===== config.mk =====
export PLATFORM = sky130hd
export DESIGN_NAME = multi_clock_divider
export DESIGN_NICKNAME = d
export VERILOG_FILES = /design/src/rtl/clock_divider_pkg.sv /design/src/rtl/divider_channel.sv /design/src/rtl/multi_clock_divider.sv
export SDC_FILE = /design/constraint.sdc
export NUM_CORES = 1
export LEC_CHECK = 0
export BUFFER_PORTS_ARGS = -buffer_cell sky130_fd_sc_hd__buf_2
export CAP_MARGIN = 25
export CORE_UTILIZATION = 50
export DETAILED_ROUTE_END_ITERATION = 8
export GPL_TIMING_DRIVEN = 1
export PLACE_DENSITY = 0.69
export SLEW_MARGIN = 15
export SYNTH_ARGS = -nofsm -noshare
export SYNTH_HDL_FRONTEND = slang
export SYNTH_SLANG_ARGS = --single-unit

===== constraint.sdc =====
create_clock -name clk_FPGA -period 3.14 [get_ports clk_FPGA]
set_input_delay 0.314 -clock clk_FPGA [delete_from_list [all_inputs] [get_ports clk_FPGA]]
set_output_delay 0.314 -clock clk_FPGA [all_outputs]
set_load 0.02 [all_outputs]

===== src/rtl/clock_divider_pkg.sv =====
// rtl/clock_divider_pkg.sv - shared widths, divisor type and divisor helper for the clock divider bank
//
// Purpose : common definitions for multi_clock_divider and divider_channel.
// Contents: DIV_WIDTH   - default width of a divisor / channel counter
//           div_t       - divisor type of DIV_WIDTH bits
//           calc_div()  - half-period in reference cycles for a target frequency, never below 1
//           DEFAULT_DIV - divisor giving 1 Hz from the 50 MHz board clock

package clock_divider_pkg;

    localparam int DIV_WIDTH = 26;

    typedef logic [DIV_WIDTH-1:0] div_t;

    // A square wave of freq Hz toggles every ref_clk/(2*freq) cycles.
    // Non-positive frequencies and results below 1 both clamp to the
    // fastest legal divisor so a bad parameter never yields a halted channel.
    function automatic int calc_div(input int freq, input int ref_clk);
        int q;
        if (freq <= 0) begin
            q = 1;
        end else begin
            q = ref_clk / (2 * freq);
        end
        if (q < 1) begin
            q = 1;
        end
        return q;
    endfunction

    localparam div_t DEFAULT_DIV = div_t'(calc_div(1, 50_000_000));

endpackage


===== src/rtl/divider_channel.sv =====
// rtl/divider_channel.sv - one programmable divider channel with shadowed divisor
//
// Purpose : counts 0..div_active-1, toggles a square wave and strobes a tick at
//           every terminal count. New divisors land in a shadow register and are
//           promoted at the next safe point (terminal count, disable, halt, restart).
// Ports   : clk_i          system clock
//           reset_i        synchronous active-high reset
//           enable_i       run enable; low freezes count and wave
//           sync_restart_i realign to phase 0, promote any pending shadow
//           wr_i           shadow write strobe (already decoded for this channel)
//           wr_div_i       value written into the shadow
//           pending_o      shadow holds a value not yet active
//           clock_signal_o square wave, period 2*div_active
//           tick_o         one-cycle strobe after each terminal count

module divider_channel #(
    parameter int                    DIV_WIDTH   = 26,
    parameter logic [DIV_WIDTH-1:0]  DEFAULT_DIV = DIV_WIDTH'(25_000_000)
) (
    input  logic                 clk_i,
    input  logic                 reset_i,
    input  logic                 enable_i,
    input  logic                 sync_restart_i,
    input  logic                 wr_i,
    input  logic [DIV_WIDTH-1:0] wr_div_i,
    output logic                 pending_o,
    output logic                 clock_signal_o,
    output logic                 tick_o
);

    logic [DIV_WIDTH-1:0] cnt_q,    cnt_d;
    logic [DIV_WIDTH-1:0] div_q,    div_d;
    logic [DIV_WIDTH-1:0] shadow_q, shadow_d;
    logic                 pending_q, pending_d;
    logic                 wave_q,    wave_d;
    logic                 tick_q,    tick_d;
    logic                 halted;
    logic                 terminal;
    logic                 promote;

    assign halted   = (div_q == '0);
    // Only meaningful when not halted; the halted branch is tested first.
    assign terminal = (cnt_q == (div_q - DIV_WIDTH'(1)));

    always_comb begin
        cnt_d     = cnt_q;
        div_d     = div_q;
        wave_d    = wave_q;
        tick_d    = 1'b0;
        promote   = 1'b0;
        // A write in this cycle is visible to a promotion in the same cycle,
        // so the freshly written value is the one that becomes active.
        shadow_d  = wr_i ? wr_div_i : shadow_q;
        pending_d = pending_q | wr_i;

        if (sync_restart_i) begin
            cnt_d   = '0;
            wave_d  = 1'b0;
            promote = 1'b1;
        end else if (halted) begin
            cnt_d   = '0;
            wave_d  = 1'b0;
            promote = 1'b1;
        end else if (!enable_i) begin
            promote = 1'b1;
        end else if (terminal) begin
            cnt_d   = '0;
            wave_d  = ~wave_q;
            tick_d  = 1'b1;
            promote = 1'b1;
        end else begin
            cnt_d   = cnt_q + DIV_WIDTH'(1);
        end

        // Promotion restarts the count so cnt can never exceed the new divisor.
        if (promote && pending_d) begin
            div_d     = shadow_d;
            pending_d = 1'b0;
            cnt_d     = '0;
        end
    end

    always_ff @(posedge clk_i) begin
        if (reset_i) begin
            cnt_q     <= '0;
            div_q     <= DEFAULT_DIV;
            shadow_q  <= DEFAULT_DIV;
            pending_q <= 1'b0;
            wave_q    <= 1'b0;
            tick_q    <= 1'b0;
        end else begin
            cnt_q     <= cnt_d;
            div_q     <= div_d;
            shadow_q  <= shadow_d;
            pending_q <= pending_d;
            wave_q    <= wave_d;
            tick_q    <= tick_d;
        end
    end

    assign pending_o      = pending_q;
    assign clock_signal_o = wave_q;
    assign tick_o         = tick_q;

endmodule


===== src/rtl/multi_clock_divider.sv =====
// rtl/multi_clock_divider.sv - N-channel programmable clock/tick generator
//
// Purpose : bank of independent divider channels on the board clock, with a
//           shared divisor write port and a global phase restart.
// Ports   : clk_FPGA      system clock
//           reset         synchronous active-high reset
//           enable        per-channel run enable
//           sync_restart  realign every channel to phase 0
//           cfg_wr        divisor write strobe
//           cfg_ch        target channel; values >= N_CHANNELS are ignored
//           cfg_div       new divisor (0 halts the channel)
//           cfg_ack       one-cycle acknowledge of an accepted write
//           cfg_pending   per-channel shadow-not-yet-active flags
//           clock_signal  per-channel square waves, period 2*div
//           tick          per-channel terminal-count strobes

module multi_clock_divider #(
    parameter int  N_CHANNELS        = 4,
    parameter int  REFERENCE_CLOCK   = 50_000_000,
    parameter int  DEFAULT_FREQUENCY = 1,
    parameter int  DIV_WIDTH         = 26,
    localparam int CH_W              = (N_CHANNELS > 1) ? $clog2(N_CHANNELS) : 1
) (
    input  logic                  clk_FPGA,
    input  logic                  reset,
    input  logic [N_CHANNELS-1:0] enable,
    input  logic                  sync_restart,
    input  logic                  cfg_wr,
    input  logic [CH_W-1:0]       cfg_ch,
    input  logic [DIV_WIDTH-1:0]  cfg_div,
    output logic                  cfg_ack,
    output logic [N_CHANNELS-1:0] cfg_pending,
    output logic [N_CHANNELS-1:0] clock_signal,
    output logic [N_CHANNELS-1:0] tick
);

    import clock_divider_pkg::*;

    localparam logic [DIV_WIDTH-1:0] CH_DEFAULT_DIV =
        DIV_WIDTH'(calc_div(DEFAULT_FREQUENCY, REFERENCE_CLOCK));

    logic cfg_valid;
    logic cfg_ack_q, cfg_ack_d;

    // cfg_ch may encode more values than there are channels; those are dropped.
    assign cfg_valid = cfg_wr && (32'(cfg_ch) < N_CHANNELS);
    assign cfg_ack_d = cfg_valid;

    always_ff @(posedge clk_FPGA) begin
        if (reset) begin
            cfg_ack_q <= 1'b0;
        end else begin
            cfg_ack_q <= cfg_ack_d;
        end
    end

    assign cfg_ack = cfg_ack_q;

    for (genvar i = 0; i < N_CHANNELS; i++) begin : g_ch
        logic ch_wr;

        assign ch_wr = cfg_valid && (32'(cfg_ch) == i);

        divider_channel #(
            .DIV_WIDTH   (DIV_WIDTH),
            .DEFAULT_DIV (CH_DEFAULT_DIV)
        ) u_ch (
            .clk_i          (clk_FPGA),
            .reset_i        (reset),
            .enable_i       (enable[i]),
            .sync_restart_i (sync_restart),
            .wr_i           (ch_wr),
            .wr_div_i       (cfg_div),
            .pending_o      (cfg_pending[i]),
            .clock_signal_o (clock_signal[i]),
            .tick_o         (tick[i])
        );
    end

endmodule


Word level (Yosys, flattened, before mapping)
Index checks and enable logic that the tools add are counted.
{"block": "word_totals", "latchBits": 0, "inputBits": 36, "mem_count": 0, "out_inout_bits": 13, "ramBits": 0, "romBits": 0, "ff_bits": 325, "word_cells": 109}
{"block": "classes", "n_div": 0, "n_addsub": 8, "magnitude_cmp": 0, "n_bitwise": 12, "n_reduce_logical": 33, "eq_ne": 7, "mux": 24, "shift": 0, "multipliers": 0}
{"op": "$mux W26", "n": 8}
{"op": "$add A26 B1 Y26 const B", "n": 4}
{"op": "$eq A26 B26 Y1", "n": 4}
{"op": "$logic_not A26 Y1", "n": 4}
{"op": "$sub A26 B1 Y26 const B", "n": 4}
{"op": "$reduce_or A4 Y1", "n": 8}
{"op": "$mux W1", "n": 16}
{"op": "$reduce_or A3 Y1", "n": 4}
{"op": "$logic_and A1 B1 Y1", "n": 8}
{"op": "$not A1 Y1", "n": 8}
{"op": "$reduce_and A2 Y1", "n": 4}
{"op": "$reduce_or A2 Y1", "n": 4}
{"op": "$eq A2 B2 Y1 const B", "n": 2}
{"op": "$or A1 B1 Y1", "n": 4}
{"op": "$eq A2 B1 Y1 const B", "n": 1}
{"op": "$logic_not A2 Y1", "n": 1}

Logic depth before layout (Yosys ltp)
{"block": "depth", "depth_word": 8, "ltp_mapped": 13}

Hierarchy
A second synthesis with hierarchy kept.
{"block": "unflattened", "cells_unflattened": 2121, "hier_area_um2": 17649.4}
{"module": "divider_channel at g_ch[0].u_ch ...", "area_per_inst_um2": 4295.4, "cells_per_inst": 511, "instances": 3, "seq_area_each_um2": 1621.6}
{"module": "divider_channel at g_ch[3].u_ch", "area_per_inst_um2": 4699.5, "cells_per_inst": 582, "instances": 1, "seq_area_each_um2": 1621.6}
{"module": "multi_clock_divider", "area_per_inst_um2": 63.8, "cells_per_inst": 6, "instances": 1, "seq_area_each_um2": 20.0}

Worst setup path before layout
Ideal clock, no wire load.
{"block": "synth_path", "kind": "reg-to-reg", "start": "register g_ch[0].u_ch.div_q[0]", "end": "register g_ch[0].u_ch.div_q[13]", "required_ps": 3024, "path_stages_with_launch": 13, "path_buffers": 3, "setup_ps": 116, "arrival_ps": 3218, "setup_slack_ps": -194, "path_cell_list": "dfxtp_1 inv_1 ha_1 or3b_2 clkbuf_1 or4_4 o31ai_1 and4b_1 nand4_2 or3_1 clkbuf_1 buf_2 a31o_2"}
{"block": "synth_via", "elab_chain_cells": 7, "word_cells_on_any_way": 8, "cone_classes": "add/sub: 1; eq/ne: 1; mux: 4; reduce/logical: 2"}
{"item": "start: declaration", "line": "divider_channel.sv:32", "source": "logic [DIV_WIDTH-1:0] div_q, div_d;"}
{"item": "start signal: assignment", "line": "divider_channel.sv:93", "source": "div_q <= div_d;"}
{"item": "$sub A26 B1 Y26", "line": "divider_channel.sv:43", "source": "assign terminal = (cnt_q == (div_q - DIV_WIDTH'(1)));"}
{"item": "$eq A26 B26 Y1", "line": "divider_channel.sv:43"}
{"item": "$mux W1", "line": "divider_channel.sv:66", "source": "end else if (terminal) begin"}
{"item": "$mux W1", "line": "divider_channel.sv:64", "source": "end else if (!enable_i) begin"}
{"item": "$mux W1 (*)", "line": "divider_channel.sv:60", "source": "end else if (halted) begin"}
{"item": "$mux W1 (*)", "line": "divider_channel.sv:56", "source": "if (sync_restart_i) begin"}
{"item": "$logic_and A1 B1 Y1 (*)", "line": "divider_channel.sv:76", "source": "if (promote && pending_d) begin"}
Mark *: on every way between the ends. The rest lies on a longest branch, timed or not.
A chain may end at the register's enable or synchronous reset.

Final worst setup path
{"block": "layout_path", "start": "register g_ch[0].u_ch.div_q[1]", "end": "register g_ch[0].u_ch.cnt_q[2]"}
{"block": "layout_via", "elab_chain_cells": 8, "word_cells_on_any_way": 10, "cone_classes": "add/sub: 1; eq/ne: 1; mux: 5; reduce/logical: 3"}
{"item": "$sub A26 B1 Y26", "line": "divider_channel.sv:43"}
{"item": "$eq A26 B26 Y1", "line": "divider_channel.sv:43"}
{"item": "$mux W1", "line": "divider_channel.sv:66"}
{"item": "$mux W1", "line": "divider_channel.sv:64"}
{"item": "$mux W1", "line": "divider_channel.sv:60"}
{"item": "$mux W1", "line": "divider_channel.sv:56"}
{"item": "$logic_and A1 B1 Y1", "line": "divider_channel.sv:76"}
{"item": "$reduce_or A4 Y1 (no line)"}
{"item": "end signal: assignment", "line": "divider_channel.sv:92", "source": "cnt_q <= cnt_d;"}
{"item": "end: declaration", "line": "divider_channel.sv:31", "source": "logic [DIV_WIDTH-1:0] cnt_q, cnt_d;"}
Parallel ways exist; a longest one is shown, timed or not.

==> summary.txt <==
Global routing
  • First-pass GRT wire length: 83.2 mm
  • Pin count of the biggest net entering global routing: about 110
  • Number of global-route vias before repair: about 16000
  • Congestion Overflow GR: 0
  • GRT Total Usage: a little over a quarter
  • Initial antenna violation count: 1

Worst setup path
  • Worst setup endpoint: g_ch[0].u_ch.cnt_q[2]$_SDFFE_PP0P_
  • Reg2reg end: g_ch[0].u_ch.cnt_q[2]$_SDFFE_PP0P_
  • Crit end category: flip-flop
  • Kind of critical path: reg2reg
  • Crit. Startpoint: g_ch[0].u_ch.div_q[1]$_SDFFE_PP0P_
  • Cell count of the worst reg-to-reg path: 13
  • R2R setup slack: -0.03 ns
  • Worst EP arrival: 3.59 ns
  • Worst endpoint required time: around 3.6 ns
  • Worst r2r src: g_ch[0].u_ch.div_q[1]$_SDFFE_PP0P_
  • CP Max Fanout: 7
  • Startpoint type of the worst setup path: flip-flop

Yosys
  • Post-synthesis register bit count: 325
  • Average cell area after synthesis: 7.79 um^2
  • Distinct cell type count after synthesis: 87
  • Mapped Nets: 2393
  • Post-synth top area cell: dfxtp_1
  • Post-Syn Area: 18300 um^2
  • Main synth FF type: dfxtp_1
  • Post-synth ARST share: 0%
  • Post-synth top area share: ~36%
  • Post-Syn Instances: around 2300
  • Main area contributors after synthesis: dfxtp_1 (36%), nand2_1 (7.3%), xnor2_1 (6.1%)
  • Number of warning messages in the yosys log: 0
  • EDFF count, synth: 0
  • Register area share after synthesis: a little over a third

Timing
  • Final hold slack: 0.0865 ns
  • Worst-Margin Slew: approximately 0.74 ns
  • Fin worst setup slack: -0.0273 ns
  • Finish-stage setup viols: 7
  • FMAX: around 320 MHz
  • Slew headroom: between 50% and 60%
  • Clock skew: 0.00941 ns
  • Min Tclk post-route: ~3.2 ns
  • Final Hold Vio Count: 0
  • RSZ-0062 raised after global routing: true
  • Final period util: 101%
  • Max-slew violations: 0

Detailed routing
  • Avg WL per Cell: between 15 and 20 um
  • Remaining DRCs: 10
  • Drt first pass iters: 8
  • Routed WL: between 50 and 60 mm
  • DRT antenna net count: 0
  • Vias per Instance: ~6.0
  • Vias: approximately 17000
  • Initial DRC count: between 1000 and 1500

Power and ir drop
  • Maximum VDD drop: between 0.3 and 0.4 mV
  • P_leak: 7.60 nW
  • PD cells: approximately 470 nW/um^2

Floorplanning
  • Ports: 49
  • Die ar.: 37400 um^2
  • Core area: roughly 36000 um^2
  • Row cnt: 69
  • Width of the die: between 150 and 200 um
  • Die height: 193 um
  • Initial Util: roughly half

Run status
  • Status: complete, but fails checks
  • Failing checks: DRC, setup timing

Hold path
  • HP Class: in2reg

CTS
  • Clock sink count: roughly 330
  • CTS H-tree depth: 2
  • Clock transition at path regs: 0.06 ns
  • CTS tree: done
  • CTS max path bufs: 3
  • Clock Latency Late Sink: 0.55 ns
  • CTS Buf Count: 37
  • Clock Tree Root: clkbuf_16

Flow run
  • Maxcap violations: 0

Finish
  • Final core occ: 60.4%
  • P&R area growth vs syn: 18.2%
  • Share of cells above drive strength 1: ~16%
  • Layout Nets: 2455

Placement
  • RD Place Congestion: approximately 0.93
  • Place WS: -0.253 ns
  • Port Buffer Count: 48
  • Hpwl dp: 36.3 mm
-- timing repair --
item | in CTS | in global routing
pin swaps | 0 | 21
setup buffers | 1 | 14
setup endpoints to repair | 120 | 188
hold buffers | 0 | 0
cloned | 1 | 4
resized for setup | 17 | 81
-- worst max-delay path, stage by stage, from the launching register on --
cell,delay (ns)
dfxtp_4,0.37
inv_4,0.07
ha_4,0.13
or3b_4,0.42
or4_4,0.62
nor3_2,0.20
nor4_1,0.07
nand2_1,0.19
nand4_4,0.15
buf_12,0.17
nor3b_4,0.25
buf_6,0.16
clkbuf_16,0.16
o32ai_2,0.07
-- how the worst min path moves through the flow --
stage                                        startpoint                                  end  slack (ns)  cells past startpoint
floorplan                                  sync_restart       g_ch[1].u_ch.tick_o$_SDFF_PP0_        0.39                      1
detailed placement  g_ch[1].u_ch.shadow_q[2]$_SDFF_PP0_  g_ch[1].u_ch.shadow_q[2]$_SDFF_PP0_        0.44                      2
global placement    g_ch[1].u_ch.shadow_q[2]$_SDFF_PP0_  g_ch[1].u_ch.shadow_q[2]$_SDFF_PP0_        0.44                      2
finish                                     sync_restart       g_ch[1].u_ch.tick_o$_SDFF_PP0_        0.09                      2
CTS                                          cfg_div[5]  g_ch[2].u_ch.shadow_q[5]$_SDFF_PP0_        0.08                      3
global route                               sync_restart       g_ch[1].u_ch.tick_o$_SDFF_PP0_        0.08                      2
-- power breakdown --
part	total, mW	switching (mW)	internal, mW
Combinational	1.06	0.630	0.426
Clock	4.66	1.78	2.88
Sequential	4.37	0.122	4.25
-- layout by cell type, fill, tap and decap left out, types with 11 or more instances in the layout --
master,synthesis,routed
a22oi_1,17,15
nand4_1,53,53
o211ai_1,18,18
or2_2,18,18
nor4_2,5,11
nand2b_1,19,19
a21boi_0,14,14
o32ai_2,0,12
a21oi_1,148,147
or4_1,20,16
or3_1,31,29
nand2_1,356,355
nor2b_1,25,24
o21ai_0,100,99
a221oi_1,29,28
mux2i_1,11,11
a221o_1,13,13
nor3_1,98,92
nor4_1,27,17
a31o_2,16,15
xor2_1,101,101
o32ai_1,27,15
clkbuf_16,0,42
nor2_1,191,190
o22ai_1,17,16
o221ai_1,13,12
buf_2,25,47
dfxtp_1,325,320
clkbuf_8,0,12
xnor2_1,127,127
inv_1,34,32
nand3b_1,57,57
and3_1,28,28
buf_4,13,131
nand3_1,80,79
-- cell usage after synthesis, drive strengths merged, types with 6 or more instances --
master	count
nand3	80
nor3	100
nand4	55
nor2b	25
o22ai	17
o41ai	6
a211oi	7
o32ai	27
nand2b	19
a22oi	17
a31oi	7
inv	34
nor2	192
o221ai	13
and4	9
a221oi	29
nor3b	13
clkbuf	116
o31ai	7
a2111oi	7
a221o	13
nor4	32
a21oi	148
xnor2	127
and2	10
nand2	356
o21ai	102
nand3b	58
o211ai	18
mux2i	11
or2	21
or3	32
dfxtp	325
and3	28
buf	58
ha	8
xor2	101
a31o	16
a21boi	14
or4	22
-- metrics by stage --
step / TNS [ns] / std cells / cell area [um^2] / total power, mW
floorplan: 0 / 2349 / 18400 / 5.07
global placement: -5.24 / 2813 / 19500 / 5.40
detailed placement: -12.68 / 2813 / 19500 / 5.43
CTS: 0 / 2882 / 20900 / 10.1
global route: -2.55 / 2901 / 21600 / 10.5
finish: -0.119 / 2902 / 21600 / 10.1
-- area by class of cell --
cell class                 count  area, um^2
sequential                   325        6520
tap                          461         577
inverter                      36         138
timing repair buffer         198        1610
clock inverter                10         160
clock buffer                  57        1160
antenna                        2        5.00
fill                        3137       14200
multi-input combinational   1813       11500
-- state kept, by name (all words and copies together) (netlist names) --
| register | count |
|---|---|
| cfg_ack | 1 |
| g_ch.u_ch.clock_signal_o | 4 |
| g_ch.u_ch.cnt_q | 104 |
| g_ch.u_ch.div_q | 104 |
| g_ch.u_ch.pending_o | 4 |
| g_ch.u_ch.shadow_q | 104 |
| g_ch.u_ch.tick_o | 4 |
-- cell families after synthesis --
kind of cell    Yosys count  share of synthesized area [%]
buf+inv                 211                           4.88
xor+xnor                228                           10.9
compound gates          490                           17.8
flops                   325                           35.5
mux                      12                          0.663
simple gates           1075                           29.6
fa+ha+maj                 8                          0.547
-- metal layers --
layer	routed length [um]	part of all wire, %	global-route usage, %
met4	1520	2.9	9.87
met5	0	0	0
met3	3780	7.2	4.36
met1	23000	44	35.9
met2	24100	46	43.8
Power figures use the tool's default switching activity.
